### src/rtl/writeback_arbiter_if.sv
// writeback_arbiter_if
//
// Bundles every handshake and bus signal of the writeback arbiter.
// The clock and reset stay plain ports on the arbiter.
//
// Signal groups:
//   ALU result stream  : alu_valid, alu_ready, alu_rd, alu_data
//   load response      : load_valid, load_ready, load_rd, load_data
//   load issue         : issue_valid, issue_rd
//   scoreboard         : pending
//   register-file port : write_port, write_data, write_enable
//
// Modports:
//   slave  - the arbiter's view of the bundle
//   master - the surrounding pipeline's view of the bundle
interface writeback_arbiter_if #(
    parameter int XLEN = 32
);
    logic            alu_valid;
    logic            alu_ready;
    logic [4:0]      alu_rd;
    logic [XLEN-1:0] alu_data;

    logic            load_valid;
    logic            load_ready;
    logic [4:0]      load_rd;
    logic [XLEN-1:0] load_data;

    logic            issue_valid;
    logic [4:0]      issue_rd;

    logic [31:0]     pending;

    logic [4:0]      write_port;
    logic [XLEN-1:0] write_data;
    logic            write_enable;

    modport slave (
        input  alu_valid, alu_rd, alu_data,
        input  load_valid, load_rd, load_data,
        input  issue_valid, issue_rd,
        output alu_ready, load_ready, pending,
        output write_port, write_data, write_enable
    );

    modport master (
        output alu_valid, alu_rd, alu_data,
        output load_valid, load_rd, load_data,
        output issue_valid, issue_rd,
        input  alu_ready, load_ready, pending,
        input  write_port, write_data, write_enable
    );
endinterface

### src/rtl/writeback_arbiter.sv
// writeback_arbiter
//
// Merges the single-cycle ALU result stream and the variable-latency load
// response stream into the single register-file write port. Load responses
// are buffered in a small FIFO. A pending-load scoreboard is kept for the
// issue stage's hazard check. The write is presented as registered outputs.
//
// Parameters:
//   XLEN  - data width
//   DEPTH - load FIFO entries (power of 2, at least 2)
//
// Ports:
//   clock - rising-edge clock
//   reset - asynchronous, active-high reset
//   bus   - writeback_arbiter_if.slave (ALU and load streams, issue,
//           pending scoreboard, register-file write port)
//
// Optional feature:
//   WB_LOAD_BYPASS_EN - Suppose the FIFO is empty and no ALU result is
//                       offered. A load response then goes straight into the
//                       output register and skips the FIFO.
module writeback_arbiter #(
    parameter int XLEN  = 32,
    parameter int DEPTH = 4
) (
    input  logic                 clock,
    input  logic                 reset,
    writeback_arbiter_if.slave   bus
);
    localparam int AW = $clog2(DEPTH);

    // The pointers carry one extra wrap bit. The FIFO is full when only the
    // wrap bits differ.
    logic [AW:0]     rd_ptr_q, rd_ptr_d;
    logic [AW:0]     wr_ptr_q, wr_ptr_d;
    logic [4:0]      fifo_rd_q   [DEPTH];
    logic [4:0]      fifo_rd_d   [DEPTH];
    logic [XLEN-1:0] fifo_data_q [DEPTH];
    logic [XLEN-1:0] fifo_data_d [DEPTH];

    logic            write_enable_q, write_enable_d;
    logic [4:0]      write_port_q, write_port_d;
    logic [XLEN-1:0] write_data_q, write_data_d;
    logic [31:0]     pending_q, pending_d;

    logic            full;
    logic            empty;
    logic            sel_alu;
    logic            sel_fifo;
    logic            sel_bypass;
    logic            load_win;
    logic            has_winner;
    logic            enq;
    logic [4:0]      win_rd;
    logic [XLEN-1:0] win_data;
    logic [AW-1:0]   head_idx;
    logic [AW-1:0]   tail_idx;

    assign head_idx = rd_ptr_q[AW-1:0];
    assign tail_idx = wr_ptr_q[AW-1:0];
    assign empty    = (rd_ptr_q == wr_ptr_q);
    assign full     = (rd_ptr_q[AW] != wr_ptr_q[AW]) &&
                      (rd_ptr_q[AW-1:0] == wr_ptr_q[AW-1:0]);

    // The slot freed by a dequeue only becomes usable after the edge, so
    // load_ready is based on the current fullness alone. The ALU is refused
    // only while the full FIFO forces a drain.
    assign bus.load_ready = !full;
    assign bus.alu_ready  = !full;

    // Pick the winner. A full FIFO outranks the ALU, so loads cannot starve
    // under continuous ALU traffic.
    always_comb begin
        sel_alu    = 1'b0;
        sel_fifo   = 1'b0;
        sel_bypass = 1'b0;
        if (full) begin
            sel_fifo = 1'b1;
        end else if (bus.alu_valid) begin
            sel_alu = 1'b1;
        end else if (!empty) begin
            sel_fifo = 1'b1;
        end
`ifdef WB_LOAD_BYPASS_EN
        else if (bus.load_valid) begin
            sel_bypass = 1'b1;
        end
`endif
    end

    assign load_win   = sel_fifo || sel_bypass;
    assign has_winner = sel_alu || load_win;
    // A bypassed load is consumed directly and never enters the FIFO.
    assign enq        = bus.load_valid && !full && !sel_bypass;

    always_comb begin
        win_rd   = '0;
        win_data = '0;
        if (sel_alu) begin
            win_rd   = bus.alu_rd;
            win_data = bus.alu_data;
        end else if (sel_fifo) begin
            win_rd   = fifo_rd_q[head_idx];
            win_data = fifo_data_q[head_idx];
        end else if (sel_bypass) begin
            win_rd   = bus.load_rd;
            win_data = bus.load_data;
        end
    end

    // FIFO next state: write at the tail on enqueue, advance the head
    // whenever the FIFO supplies the winner.
    always_comb begin
        fifo_rd_d   = fifo_rd_q;
        fifo_data_d = fifo_data_q;
        wr_ptr_d    = wr_ptr_q + {{AW{1'b0}}, enq};
        rd_ptr_d    = rd_ptr_q + {{AW{1'b0}}, sel_fifo};
        if (enq) begin
            fifo_rd_d[tail_idx]   = bus.load_rd;
            fifo_data_d[tail_idx] = bus.load_data;
        end
    end

    // Output register: a winner with rd 0 is consumed but not written.
    // When there is no winner, the port and data hold their values.
    always_comb begin
        write_enable_d = has_winner && (win_rd != 5'd0);
        write_port_d   = has_winner ? win_rd   : write_port_q;
        write_data_d   = has_winner ? win_data : write_data_q;
    end

    // Scoreboard: the clear is applied first, so a same-cycle set to the
    // same register wins.
    always_comb begin
        pending_d = pending_q;
        if (load_win) begin
            pending_d[win_rd] = 1'b0;
        end
        if (bus.issue_valid && (bus.issue_rd != 5'd0)) begin
            pending_d[bus.issue_rd] = 1'b1;
        end
        pending_d[0] = 1'b0;
    end

    always_ff @(posedge clock or posedge reset) begin
        if (reset) begin
            rd_ptr_q       <= '0;
            wr_ptr_q       <= '0;
            fifo_rd_q      <= '{default: '0};
            fifo_data_q    <= '{default: '0};
            write_enable_q <= 1'b0;
            write_port_q   <= '0;
            write_data_q   <= '0;
            pending_q      <= '0;
        end else begin
            rd_ptr_q       <= rd_ptr_d;
            wr_ptr_q       <= wr_ptr_d;
            fifo_rd_q      <= fifo_rd_d;
            fifo_data_q    <= fifo_data_d;
            write_enable_q <= write_enable_d;
            write_port_q   <= write_port_d;
            write_data_q   <= write_data_d;
            pending_q      <= pending_d;
        end
    end

    assign bus.write_enable = write_enable_q;
    assign bus.write_port   = write_port_q;
    assign bus.write_data   = write_data_q;
    assign bus.pending      = pending_q;
endmodule

### src/flat_wrapper.sv
// flat-port wrapper written by rule: the top's interface ports become plain ports
module writeback_arbiter_flat 
#(
    parameter int XLEN  = 32,
    parameter int DEPTH = 4
)
  (clock, reset, bus_alu_valid, bus_alu_rd, bus_alu_data, bus_load_valid, bus_load_rd, bus_load_data, bus_issue_valid, bus_issue_rd, bus_alu_ready, bus_load_ready, bus_pending, bus_write_port, bus_write_data, bus_write_enable);
  writeback_arbiter_if #(.XLEN(XLEN)) bus_i ();
  input  logic clock;
  input  logic reset;
  input wire logic [$bits(bus_i.alu_valid)-1:0] bus_alu_valid;
  input wire logic [$bits(bus_i.alu_rd)-1:0] bus_alu_rd;
  input wire logic [$bits(bus_i.alu_data)-1:0] bus_alu_data;
  input wire logic [$bits(bus_i.load_valid)-1:0] bus_load_valid;
  input wire logic [$bits(bus_i.load_rd)-1:0] bus_load_rd;
  input wire logic [$bits(bus_i.load_data)-1:0] bus_load_data;
  input wire logic [$bits(bus_i.issue_valid)-1:0] bus_issue_valid;
  input wire logic [$bits(bus_i.issue_rd)-1:0] bus_issue_rd;
  output wire logic [$bits(bus_i.alu_ready)-1:0] bus_alu_ready;
  output wire logic [$bits(bus_i.load_ready)-1:0] bus_load_ready;
  output wire logic [$bits(bus_i.pending)-1:0] bus_pending;
  output wire logic [$bits(bus_i.write_port)-1:0] bus_write_port;
  output wire logic [$bits(bus_i.write_data)-1:0] bus_write_data;
  output wire logic [$bits(bus_i.write_enable)-1:0] bus_write_enable;
  assign bus_i.alu_valid = bus_alu_valid;
  assign bus_i.alu_rd = bus_alu_rd;
  assign bus_i.alu_data = bus_alu_data;
  assign bus_i.load_valid = bus_load_valid;
  assign bus_i.load_rd = bus_load_rd;
  assign bus_i.load_data = bus_load_data;
  assign bus_i.issue_valid = bus_issue_valid;
  assign bus_i.issue_rd = bus_issue_rd;
  assign bus_alu_ready = bus_i.alu_ready;
  assign bus_load_ready = bus_i.load_ready;
  assign bus_pending = bus_i.pending;
  assign bus_write_port = bus_i.write_port;
  assign bus_write_data = bus_i.write_data;
  assign bus_write_enable = bus_i.write_enable;
  writeback_arbiter #(.XLEN(XLEN), .DEPTH(DEPTH)) u_core (.clock(clock), .reset(reset), .bus(bus_i));
endmodule
### config.mk
export PLATFORM = sky130hd
export DESIGN_NAME = writeback_arbiter_flat
export DESIGN_NICKNAME = d
export VERILOG_FILES = /design/src/rtl/writeback_arbiter_if.sv /design/src/rtl/writeback_arbiter.sv /design/src/flat_wrapper.sv
export SDC_FILE = /design/constraint.sdc
export NUM_CORES = 1
export LEC_CHECK = 0
export ABC_AREA = 1
export BUFFER_PORTS_ARGS = -buffer_cell sky130_fd_sc_hd__buf_4
export CORE_UTILIZATION = 61
export DETAILED_ROUTE_END_ITERATION = 6
export PLACE_DENSITY_LB_ADDON = 0.25
export SLEW_MARGIN = 0
export SYNTH_ARGS = -nofsm -noshare
export SYNTH_HDL_FRONTEND = slang
export SYNTH_SLANG_ARGS = --single-unit
### constraint.sdc
create_clock -name clock -period 21.4 [get_ports clock]
set_input_delay 4.28 -clock clock [delete_from_list [all_inputs] [get_ports clock]]
set_output_delay 4.28 -clock clock [all_outputs]
set_load 0.02 [all_outputs]
* Word-level counts from Yosys, hierarchy flattened
Cells that the tools add are included.
Storage, ports and cells: output and inout port bits 72, bits of input ports 84, register bits after elaboration 223, word-level logic and storage cells 69
Cells by class: magnitude comparators 7, eq/ne operators 3, reductions and logical operators 11, bitwise gates (word level) 5, add/sub/neg operators 2, muxes and demuxes 27
Operator list (count):
- 2-to-1 mux 32 bit | 7
- bitwise mux 128 bit | 1
- binary-select mux 32 bit (select 2 bit) | 1
- demux 32 bit (select 2 bit) | 1
- AND 32 bit | 1
- inverter 32 bit | 1
- OR 32 bit | 1
- 2-to-1 mux 5 bit | 5
- bitwise mux 20 bit | 1
- < comparator 5 x 6 -> 1 bit (second input constant) | 2
- binary-select mux 5 bit (select 2 bit) | 1
- demux 1 bit (select 5 bit) | 2
- demux 5 bit (select 2 bit) | 1
- greater-or-equal comparator 5 x 1 -> 1 bit (second input constant) | 2
- nonzero test 5 bit | 2
- logical AND 1 bit | 7
- 2-to-1 mux 1 bit | 7
- adder 3 x 1 -> 3 bit | 2
- greater-or-equal comparator 3 bit (second input constant) | 2
- inverter 2 -> 3 bit | 2
- == test 3 bit | 1
- < comparator 3 x 1 -> 1 bit (second input constant) | 1
- == test 2 bit | 1
- logical NOT 1 bit | 1
- 2 further kinds | 2

* Logic depth before layout (Yosys ltp)
Gate-level depths: netlist (run 1).
depth in word-level cells 15, depth in mapped cells 14, gate-level depth less buffers 13

* Least setup slack after synthesis (run 1)
No wires, ideal clock.
kind register to output, start point reg u_core.rd_ptr_q[0], end point out bus_load_ready, data required time 17120 ps, buffers on the path 4, path slack 15590 ps, arrival time 1530 ps, stages on the path, launching flop included 7, cells stage by stage dfrtp_1 buf_4 xnor2_2 nand3_2 buf_6 clkbuf_1 buf_4
Between the ends: cells in the longest elaborated chain, start to end 3
Ends and longest elaborated chain:
- start: declaration | line writeback_arbiter.sv:34 | logic [AW:0] rd_ptr_q, rd_ptr_d;
- start signal: assignment | line writeback_arbiter.sv:156 | rd_ptr_q <= rd_ptr_d;
- == test 2 bit | line writeback_arbiter.sv:63 | (rd_ptr_q[AW-1:0] == wr_ptr_q[AW-1:0]);
- logical AND 1 bit | line writeback_arbiter.sv:62 | assign full = (rd_ptr_q[AW] != wr_ptr_q[AW]) &&
- logical NOT 1 bit
- end: declaration | line flat_wrapper.sv:20 | output wire logic [$bits(bus_i.load_ready)-1:0] bus_load_ready;
No other way between the ends.

* Worst setup path after layout (run 1)
start point reg u_core.rd_ptr_q[0], end point out bus_alu_ready
Between the ends: cells in the longest elaborated chain, start to end 3
Ends and longest elaborated chain:
- == test 2 bit | line writeback_arbiter.sv:63
- logical AND 1 bit | line writeback_arbiter.sv:62
- logical NOT 1 bit | line writeback_arbiter.sv:69 | assign bus.alu_ready = !full;
- end: declaration | line flat_wrapper.sv:19 | output wire logic [$bits(bus_i.alu_ready)-1:0] bus_alu_ready;
No other way between the ends.

==> results of run 1 <==
==> power groups by stage <==
stage	logic (W)	registers, W	clock network [W]
after floorplan	0.000533	0.000796	0
after global placement	0.000808	0.000754	0
after detailed placement	0.000837	0.000760	0
after CTS	0.000847	0.000758	0.000399
after global routing	0.000951	0.000783	0.000417
final	0.000846	0.000762	0.000397
==> final timing paths <==
path	cells past startpoint	endpoint	slack [ns]	start
worst max register to register	8	u_core.fifo_data_q[79]$_DFFE_PP0P_	18.08	u_core.rd_ptr_q[0]$_DFF_PP0_
worst max-delay path	3	bus_alu_ready	14.99	u_core.rd_ptr_q[0]$_DFF_PP0_
min in group asynchronous	2	u_core.bus.write_data[28]$_DFFE_PP0P_	3.95	reset
worst min-delay path	2	u_core.bus.pending[8]$_DFF_PP0_	0.48	u_core.bus.pending[8]$_DFF_PP0_
worst min register to register	2	u_core.bus.pending[8]$_DFF_PP0_	0.48	u_core.bus.pending[8]$_DFF_PP0_
max in group asynchronous	3	u_core.rd_ptr_q[0]$_DFF_PP0_	15.71	reset
==> worst max-delay path, stage by stage, from the launching register on <==
cell	delay [ns]
dfrtp_2	1.02
xnor2_2	0.22
nand3_2	0.18
buf_4	0.21
==> metal layers <==
layer,vias to the layer above,global-route usage,wire [µm]
li1,4189,-,-
met1,4227,0.421,10700
met2,414,0.511,12300
met3,53,0.0395,1940
met4,0,0.0974,596
met5,-,0,0
==> cell families (layout without fill, tap and decap cells) <==
group,count (synthesis),after routing,share of synthesized area
and+or+nand+nor,508,508,0.214
xor gates and xnor gates,3,3,0.00334
adders and majority gates,4,4,0.00495
AOI/OAI and AO/OA,299,299,0.149
buffers and inverters,179,307,0.0769
DFF,223,223,0.552
other,1,1,0.000371
==> per-stage QoR <==
| step | area, µm² | hold slack, ns | total power (W) |
|---|---|---|---|
| CTS | 12000 | 0.481 | 0.00200 |
| floorplan | 10100 | 0.448 | 0.00133 |
| global route | 12000 | 0.499 | 0.00215 |
| finish | 12000 | 0.478 | 0.00200 |
| detailed placement | 11300 | 0.467 | 0.00160 |
| global placement | 11300 | 0.456 | 0.00156 |
==> area by class of cell <==
type                            instances  area [µm²]
Sequential cell                       223        5580
Fill cell                            1193        4050
Multi-Input combinational cell        815        3790
Timing Repair Buffer                  162        1220
Clock buffer                           36         704
Inverter                              104         400
Tap cell                              216         270
Clock inverter                          5        50.0
==> sequential cells by signal (all words and copies together), names as in the netlist <==
name and cells:
u_core.bus.write_data 32, u_core.wr_ptr_q 3, u_core.fifo_data_q 128, u_core.rd_ptr_q 3
u_core.bus.pending 31, u_core.bus.write_port 5, u_core.bus.write_enable 1, u_core.fifo_rd_q 20
==> layout by cell type, fill, tap and decap left out, types with 2 or more instances in the layout <==
cell type / synthesis / final
inv_2: 8 / 8
nor2_2: 2 / 2
nor2_4: 3 / 3
clkbuf_1: 23 / 5
o21ai_0: 160 / 160
ha_1: 4 / 4
clkbuf_16: 0 / 23
nand2_2: 10 / 11
dfrtp_1: 223 / 222
xor2_1: 2 / 2
o211ai_1: 2 / 2
a21oi_1: 64 / 64
clkinv_2: 0 / 4
clkbuf_8: 0 / 8
o21ai_1: 72 / 72
buf_4: 12 / 162
nand3_1: 118 / 114
nor3_1: 8 / 8
nand2_1: 344 / 343
nand3_2: 5 / 8
nor2_1: 15 / 15
inv_1: 95 / 94
==> summary.txt, run 1 <==
status -> finished clean
Mapped Area -> 10100 µm²
worst min-delay path class -> flop to flop
Crit Path Class -> flop to primary output
antenna-violating nets left -> 0
Seq pwr share -> 0.380
post-synthesis sequential element count -> 223
Worst EP arrival -> 2.13 ns
Yosys cell types -> 30
leading area contributor after synthesis -> dfrtp_1
pin slew with the least headroom to its limit -> 1.03 ns
Total Negative Setup Slacks -> 0 ns
Switch Pwr -> 0.000846 W
initial core utilization -> 0.630
number of diodes -> 0
TritonCTS Buffers -> 23
Clock Power Share -> 0.198
Crit Path Max Fanout -> 43
endpoint class of the critical path -> primary output
Routed WL -> 25.5 mm
die area -> 17100 µm²
Die Wd -> 131 µm
fin crit period -> 6.41 ns
postcts setup bufs -> 0
Total GRT Usage -> 0.307
Final Skew -> 0.0118 ns
Max Fclk -> 0.156 GHz
Longest Clk Path Bufs -> 3
Synth top area share -> 0.552
area grow syn2layout -> 18.7%
die height -> 131 µm
setup violators final -> 0
fin crit share -> 0.300
WL/cell -> 16.4 µm
Critical Path RT -> 17.12 ns
Syn Area/Cell -> 8.31 µm²
largest net degree at the start of global routing -> 143
drt pass-1 iters -> 7
vias per cell -> 5.69
most common cell in the netlist -> nand2_1
number of enable flip-flop cells after synthesis -> 0
YS warnings -> 0
overflow left after global routing -> 0
synthesized netlist cell count -> 1217
IO Pins -> 156
post-layout util -> 0.748
H-tree levels -> 1
CTS Root Cell -> clkbuf_16
CTS tree -> built
PwrDens -> 167 nW/µm²
Lkg Pwr -> 5.99 nW
Setup WS post-layout -> 14.99 ns
CTS resizes -> 0
Max Transition Viols Final -> 0
switching share of power -> 0.422
FFs w/ async S/R, synth -> 1.00
Initial DRC Count -> 852
dominant cells by area after synthesis -> dfrtp_1 (55%), nand2_1 (13%), o21ai_0 (7.9%), nand3_1 (5.8%), o21ai_1 (3.6%)
global-route wire length before repair -> 40.8 mm
Max Cap Viol -> 0
Final nets -> 1417
vias in the first global route -> 8194
later-pin clock latency in the skew report -> 0.50 ns
routability cong. -> 0.858
# DRC -> 0
Std-Cell Rows -> 46
dpl cells -> 1520
RSZ-0062 raised after global routing -> no
Core Footprint -> 16100 µm²
Syn Nets -> 1305
routed vias -> 8883
hpwl dp -> 14.9 mm
clk sink count -> 223
number of hold buffers added after cts -> 0
Worst setup SP type -> flop
Reg clk slew, reported paths -> 0.06 ns
top cells by count, synth -> nand2_1 (344), dfrtp_1 (223), o21ai_0 (160)
Port Buf Inserts -> 154
final hold violation count -> 0
register area share after synthesis -> 0.552
Setup WS pre-CTS -> 14.97 ns
Finished Layout Cells -> 1561
ys flop type -> dfrtp_1
Max VDD drop -> 0.0936 mV
combinational power share -> 0.422
slew margin rel. -> 0.314
Cell Int Power -> 0.00116 W
share of layout cells above drive strength 1 -> 0.177
initial antenna violation count -> 0
Power figures use the tool's default switching activity.
==> run 2: changes to the inputs <==
CORE_UTILIZATION = 57   (was 61)
clock period = 6.15 ns   (was 21.4 ns; I/O delays follow)
==> run 2 against run 1 <==
Compared with the run above:
- via count is 2.8% lower
- critical path depth is 3 higher
- utilization decreased by 5.5 points
- register-to-register slack worse by 16 ns
- worst hold slack lost 0.0061 ns
- setup slack got worse by 13 ns
- final cell count rose by 0.45%
- clock skew is 0.0058 ns higher
- first-iteration DRC count down 1.4%
==> summary.txt, run 2 (synthesis results as in run 1) <==
Worst EP arrival -> 3.27 ns (+1.14 ns)
switching share of power -> 0.423 (+0.00134)
Worst R2R Setup Slack -> 2.18 ns (-15.90 ns)
Finished Layout Cells -> 1568 (+0.45%)
Switch Pwr -> 0.00292 W (+250%)
delay of the slowest cell on the worst path -> 0.90 ns (-0.12 ns)
Critical Path RT -> 4.92 ns (-12.20 ns)
Setup WS pre-CTS -> 2.22 ns (-12.75 ns)
H-tree levels -> 1 (unchanged)
Lkg Pwr -> 5.96 nW (-0.56%)
cell repeated most along the worst path -> buf_4
fin crit share -> 0.731
drt pass-1 iters -> 6 (-1)
Max Transition Viols Final -> 0 (unchanged)
Std-Cell Rows -> 48 (+4.3%)
CTS resizes -> 0 (unchanged)
Clock Power Share -> 0.192 (-0.006)
Final nets -> 1415 (-0.14%)
initial core utilization -> 0.585 (-0.0451)
Crit Path Max Fanout -> 72 (+67%)
Cell Int Power -> 0.00398 W (+240%)
Total GRT Usage -> 0.279 (-0.0276)
setup violators final -> 0 (unchanged)
Longest Clk Path Bufs -> 3 (unchanged)
routability cong. -> 0.854 (-0.43%)
Max Cap Viol -> 0 (unchanged)
vias per cell -> 5.51 (-3.2%)
Crit Path Class -> flop to primary output
GRT met1 Usage -> 0.395 (-0.0268)
Total Negative Setup Slacks -> 0 ns (unchanged)
overflow left after global routing -> 0 (unchanged)
commonest non-fill, non-tap cells in the layout -> nand2_1 (343), dfrtp_1 (222), o21ai_0 (160)
IO Pins -> 156 (unchanged)
endpoint class of the critical path -> primary output
Worst setup SP type -> flop
die height -> 135 µm (+3.4%)
# DRC -> 0 (unchanged)
Core Footprint -> 17300 µm² (+7.7%)
max FFs per register -> 128 (unchanged)
GR Util met2 -> 0.450 (-0.0612)
WL/cell -> 15.7 µm (-3.7%)
most common cell after layout, fill and taps aside -> nand2_1
Most flops, register -> u_core.fifo_data_q
number of hold buffers added after cts -> 0 (unchanged)
Seq pwr share -> 0.382 (+0.002)
PwrDens -> 575 nW/µm² (+240%)
die area -> 18300 µm² (+6.9%)
Routed WL -> 24.7 mm (-3.3%)
later-pin clock latency in the skew report -> 0.52 ns (+0.02 ns)
combinational power share -> 0.426 (+0.004)
grt met3 use -> 0.0378 (-0.00171)
CTS Root Cell -> clkbuf_16
initial antenna violation count -> 0 (unchanged)
hpwl dp -> 14.6 mm (-2.1%)
worst-path cell chain -> inv_2, buf_4, nand2_1, nand2_2, nand3_2, buf_4
status -> finished clean
share of layout cells above drive strength 1 -> 0.174 (-0.00271)
Setup WS post-layout -> 1.65 ns (-13.33 ns)
post-layout util -> 0.693 (-0.0547)
area grow syn2layout -> 18.5%
Initial DRC Count -> 840 (-1.4%)
fin crit period -> 4.50 ns
clk sink count -> 223 (unchanged)
Reg clk slew, reported paths -> 0.06 ns (about the same)
routed vias -> 8636 (-2.8%)
global-route wire length before repair -> 40.4 mm (-0.92%)
slew margin rel. -> 0.150 (-0.163)
Die Wd -> 135 µm (+3.4%)
Worst path slowest cell -> nand3_2
TritonCTS Buffers -> 23 (unchanged)
CTS tree -> built
postcts setup bufs -> 0 (unchanged)
largest net degree at the start of global routing -> 156 (+9.1%)
worst min-delay path class -> flop to flop
Top Usage Layer GRT -> met2
antenna-violating nets left -> 0 (unchanged)
RSZ-0062 raised after global routing -> no
dpl cells -> 1527 (+0.46%)
final hold violation count -> 0 (unchanged)
Port Buf Inserts -> 154 (unchanged)
Max Fclk -> 0.222 GHz
number of diodes -> 0 (unchanged)
Max VDD drop -> 0.334 mV (+260%)
pin slew with the least headroom to its limit -> 1.27 ns (+0.244 ns)
Final Skew -> 0.0176 ns (+0.00583 ns)
Final Power -> 0.00690 W (+240%)
vias in the first global route -> 8095 (-1.2%)
-- run 2: changes by cell type in the layout (fill, tap and decap cells not counted) --
cell / change
inv_2: -1
clkbuf_1: +2
buf_12: +1
buf_4: -3
clkinvlp_4: +2
nand3_2: -2
clkinv_2: +2
clkbuf_8: -5
inv_8: -1
inv_6: +1
nand3_4: +2
-- run 2: final cells by class --
cell class	count	area [µm²]
Clock buffer	33	643
Clock inverter	8	71.3
Fill cell	1409	5300
Inverter	104	398
Multi-Input combinational cell	815	3800
Sequential cell	223	5580
Tap cell	225	282
Timing Repair Buffer	160	1210
-- run 2: worst max-delay path, delay by kind of cell (launching register included) --
kind | cells | cell delay (ns)
DFF | 1 | 0.43
buffers and inverters | 3 | 1.16
and+or+nand+nor | 3 | 1.17
-- run 2: per-stage QoR --
step | hold slack [ns] | cell area (µm²)
detailed placement | 0.461 | 11300
finish | 0.472 | 12000
global placement | 0.458 | 11300
global route | 0.498 | 12000
CTS | 0.477 | 12000
floorplan | 0.448 | 10100
-- run 2: per-layer routing --
metal	wire [µm]	up-vias	share of wire
met3	1710	42	0.069
met5	0	-	0
met1	10800	4089	0.44
met2	11700	325	0.47
met4	498	0	0.020
li1	-	4180	-
-- run 2: power groups by stage --
| stage | combinational, W | sequential, W | clock [W] |
|---|---|---|---|
| finish | 0.00294 | 0.00263 | 0.00133 |
| global route | 0.00330 | 0.00272 | 0.00141 |
| CTS | 0.00295 | 0.00262 | 0.00134 |
| detailed placement | 0.00292 | 0.00264 | 0 |
| global placement | 0.00284 | 0.00263 | 0 |
| floorplan | 0.00186 | 0.00277 | 0 |
-- run 2: path summary, 6_finish.rpt --
kind,end,depth (start not counted),start
max,bus_load_ready,6,u_core.rd_ptr_q[1]$_DFF_PP0_
min,u_core.bus.pending[22]$_DFF_PP0_,2,u_core.bus.pending[22]$_DFF_PP0_
max reg2reg,u_core.fifo_rd_q[5]$_DFFE_PP0P_,11,u_core.rd_ptr_q[1]$_DFF_PP0_
min reg2reg,u_core.bus.pending[22]$_DFF_PP0_,2,u_core.bus.pending[22]$_DFF_PP0_
max in group asynchronous,u_core.rd_ptr_q[0]$_DFF_PP0_,3,reset
min in group asynchronous,u_core.bus.write_data[28]$_DFFE_PP0P_,3,reset
==> run 3: changes to the inputs <==
CORE_UTILIZATION = 51   (was 57)
clock period = 3.6 ns   (was 6.15 ns; I/O delays follow)
==> run 3 against run 2 <==
Compared with the run above:
- highest routed layer unchanged
- first-iteration DRC count decreased by 20%
- clock skew decreased by 0.0096 ns
- non-clock buffer count increased by 4
- register-to-register slack got worse by 1.1 ns
- global-route usage decreased by 2.2 points
- sequential share of layout area decreased by 0.56 points
- clock power increased by 77%
- flip-flop and latch count unchanged
==> summary.txt, run 3 (synthesis results as in run 1) <==
Worst setup SP type -> flop
Clock Power Share -> 0.197 (+0.005)
Setup WS pre-CTS -> 1.04 ns (-1.18 ns)
Routed WL -> 25.5 mm (+3.1%)
routability cong. -> 0.926 (+8.3%)
Port Buf Inserts -> 154 (unchanged)
most common cell after layout, fill and taps aside -> nand2_1
H-tree levels -> 1 (unchanged)
Max Fclk -> 0.359 GHz
pin slew with the least headroom to its limit -> 0.927 ns (-0.346 ns)
Lkg Pwr -> 6.01 nW (+0.84%)
Crit Path Max Fanout -> 40 (-44%)
Die Wd -> 143 µm (+5.6%)
commonest non-fill, non-tap cells in the layout -> nand2_1 (343), dfrtp_1 (222), o21ai_0 (160), buf_4 (160), nand3_1 (114)
worst min-delay path class -> input pin to async pin
drt pass-1 iters -> 5 (-1)
IO Pins -> 156 (unchanged)
Switch Pwr -> 0.00499 W (+71%)
antenna-violating nets left -> 0 (unchanged)
Max Cap Viol -> 0 (unchanged)
Cell Int Power -> 0.00692 W (+74%)
cell repeated most along the worst path -> buf_4
initial antenna violation count -> 0 (unchanged)
final hold violation count -> 0 (unchanged)
later-pin clock latency in the skew report -> 0.51 ns (about the same)
Critical Path RT -> 2.88 ns (-2.04 ns)
Max Transition Viols Final -> 0 (unchanged)
fin crit period -> 2.79 ns
Most flops, register -> u_core.fifo_data_q
CTS tree -> built
worst-path cell chain -> inv_1, nand2_1, nand2_2, nand3_2, buf_4, buf_4
number of diodes -> 0 (unchanged)
max FFs per register -> 128 (unchanged)
routed vias -> 8672 (+0.42%)
Max VDD drop -> 0.561 mV (+68%)
setup violators final -> 0 (unchanged)
delay of the slowest cell on the worst path -> 0.46 ns (-0.44 ns)
largest net degree at the start of global routing -> 136 (-13%)
initial core utilization -> 0.520 (-0.0651)
CP Buf/Inv Count -> 3 (unchanged)
vias per cell -> 5.38 (-2.3%)
CTS Root Cell -> clkbuf_16
share of layout cells above drive strength 1 -> 0.176 (+0.00184)
Final Power -> 0.0119 W (+73%)
switching share of power -> 0.419 (-0.00407)
area grow syn2layout -> 20.0%
# DRC -> 0 (unchanged)
postcts setup bufs -> 0 (unchanged)
PwrDens -> 981 nW/µm² (+71%)
Crit Path Class -> flop to primary output
Setup WS post-layout -> 0.814 ns (-0.840 ns)
Std-Cell Rows -> 51 (+6.3%)
Worst EP arrival -> 2.07 ns (-1.20 ns)
global-route wire length before repair -> 41.5 mm (+2.8%)
WHS -> 0.376 ns (-0.0958 ns)
overflow left after global routing -> 0 (unchanged)
Final nets -> 1420 (+0.35%)
Seq pwr share -> 0.371 (-0.011)
Final Skew -> 0.00805 ns (-0.00957 ns)
post-layout util -> 0.624 (-0.0696)
Reg clk slew, reported paths -> 0.06 ns (about the same)
RSZ-0062 raised after global routing -> no
CP top delay family -> buffers and inverters
CTS resizes -> 0 (unchanged)
WL/cell -> 15.8 µm (+0.35%)
Post-DP Area -> 11400 µm² (+1.0%)
status -> finished clean
number of hold buffers added after cts -> 0 (unchanged)
TritonCTS Buffers -> 24 (+4.3%)
vias in the first global route -> 8218 (+1.5%)
Initial DRC Count -> 673 (-20%)
die height -> 143 µm (+5.6%)
fin crit share -> 0.774
clk sink count -> 223 (unchanged)
Worst path slowest cell -> dfrtp_1
Core Footprint -> 19500 µm² (+13%)
Longest Clk Path Bufs -> 3 (unchanged)
die area -> 20400 µm² (+12%)
combinational power share -> 0.432 (+0.006)
hpwl dp -> 15.4 mm (+5.6%)
Total GRT Usage -> 0.257 (-0.0221)
slew margin rel. -> 0.382 (+0.232)
Finished Cell Area -> 12100 µm² (+1.2%)
endpoint class of the critical path -> primary output
run 3: cell types whose count changed in the layout (fill, tap and decap cells not counted), sizes merged:
cell and change:
clkinvlp -1, buf +4, clkbuf +2, clkinv -1, inv -1
run 3: final timing paths:
kind,startpoint,slack [ns],depth (start not counted),to
setup / recovery,u_core.wr_ptr_q[1]$_DFF_PP0_,0.81,6,bus_load_ready
hold / removal,reset,0.38,3,u_core.fifo_data_q[25]$_DFFE_PP0P_
setup reg to reg,u_core.wr_ptr_q[1]$_DFF_PP0_,1.06,7,u_core.bus.write_port[1]$_DFFE_PP0P_
hold reg to reg,u_core.bus.pending[11]$_DFF_PP0_,0.47,2,u_core.bus.pending[11]$_DFF_PP0_
max in group asynchronous,reset,2.56,3,u_core.fifo_data_q[70]$_DFFE_PP0P_
min in group clock,bus_alu_data[10],0.46,3,u_core.bus.write_data[10]$_DFFE_PP0P_
run 3: layout make-up:
cell class,instances,area [µm²]
fill,1745,7320
sequential,223,5580
multi-input combinational,815,3800
timing repair buffer,164,1280
clock buffer,35,693
inverter,104,398
tap,265,332
clock inverter,5,50.0
run 3: routing by layer:
metal / share of wire / vias to the layer above / global-route usage / wire, µm
met5: 0 / - / 0 / 0
met4: 0.025 / 0 / 0.0787 / 627
met3: 0.071 / 51 / 0.0315 / 1820
met2: 0.46 / 321 / 0.418 / 11800
met1: 0.44 / 4107 / 0.362 / 11200
li1: - / 4193 / - / -
run 3: worst register-to-register path: cells and delay by family, from the launching register on:
kind	cells	cell delay (ns)
AOI/OAI and AO/OA	1	0.47
buffers and inverters	2	0.60
DFF	1	0.46
and+or+nand+nor	4	0.90
run 3: power groups by stage:
stage	Combinational (W)	Clock, W	Sequential (W)
after CTS	0.00519	0.00239	0.00441
after floorplan	0.00317	0	0.00473
after detailed placement	0.00516	0	0.00444
after global placement	0.00503	0	0.00442
after global routing	0.00578	0.00250	0.00455
final	0.00515	0.00235	0.00441
run 3: metrics by stage:
stage / TNS (ns) / cells
after floorplan: -6.70 / 1217
after global placement: 0 / 1571
after detailed placement: 0 / 1571
after CTS: 0 / 1611
after global routing: 0 / 1611
final: 0 / 1611
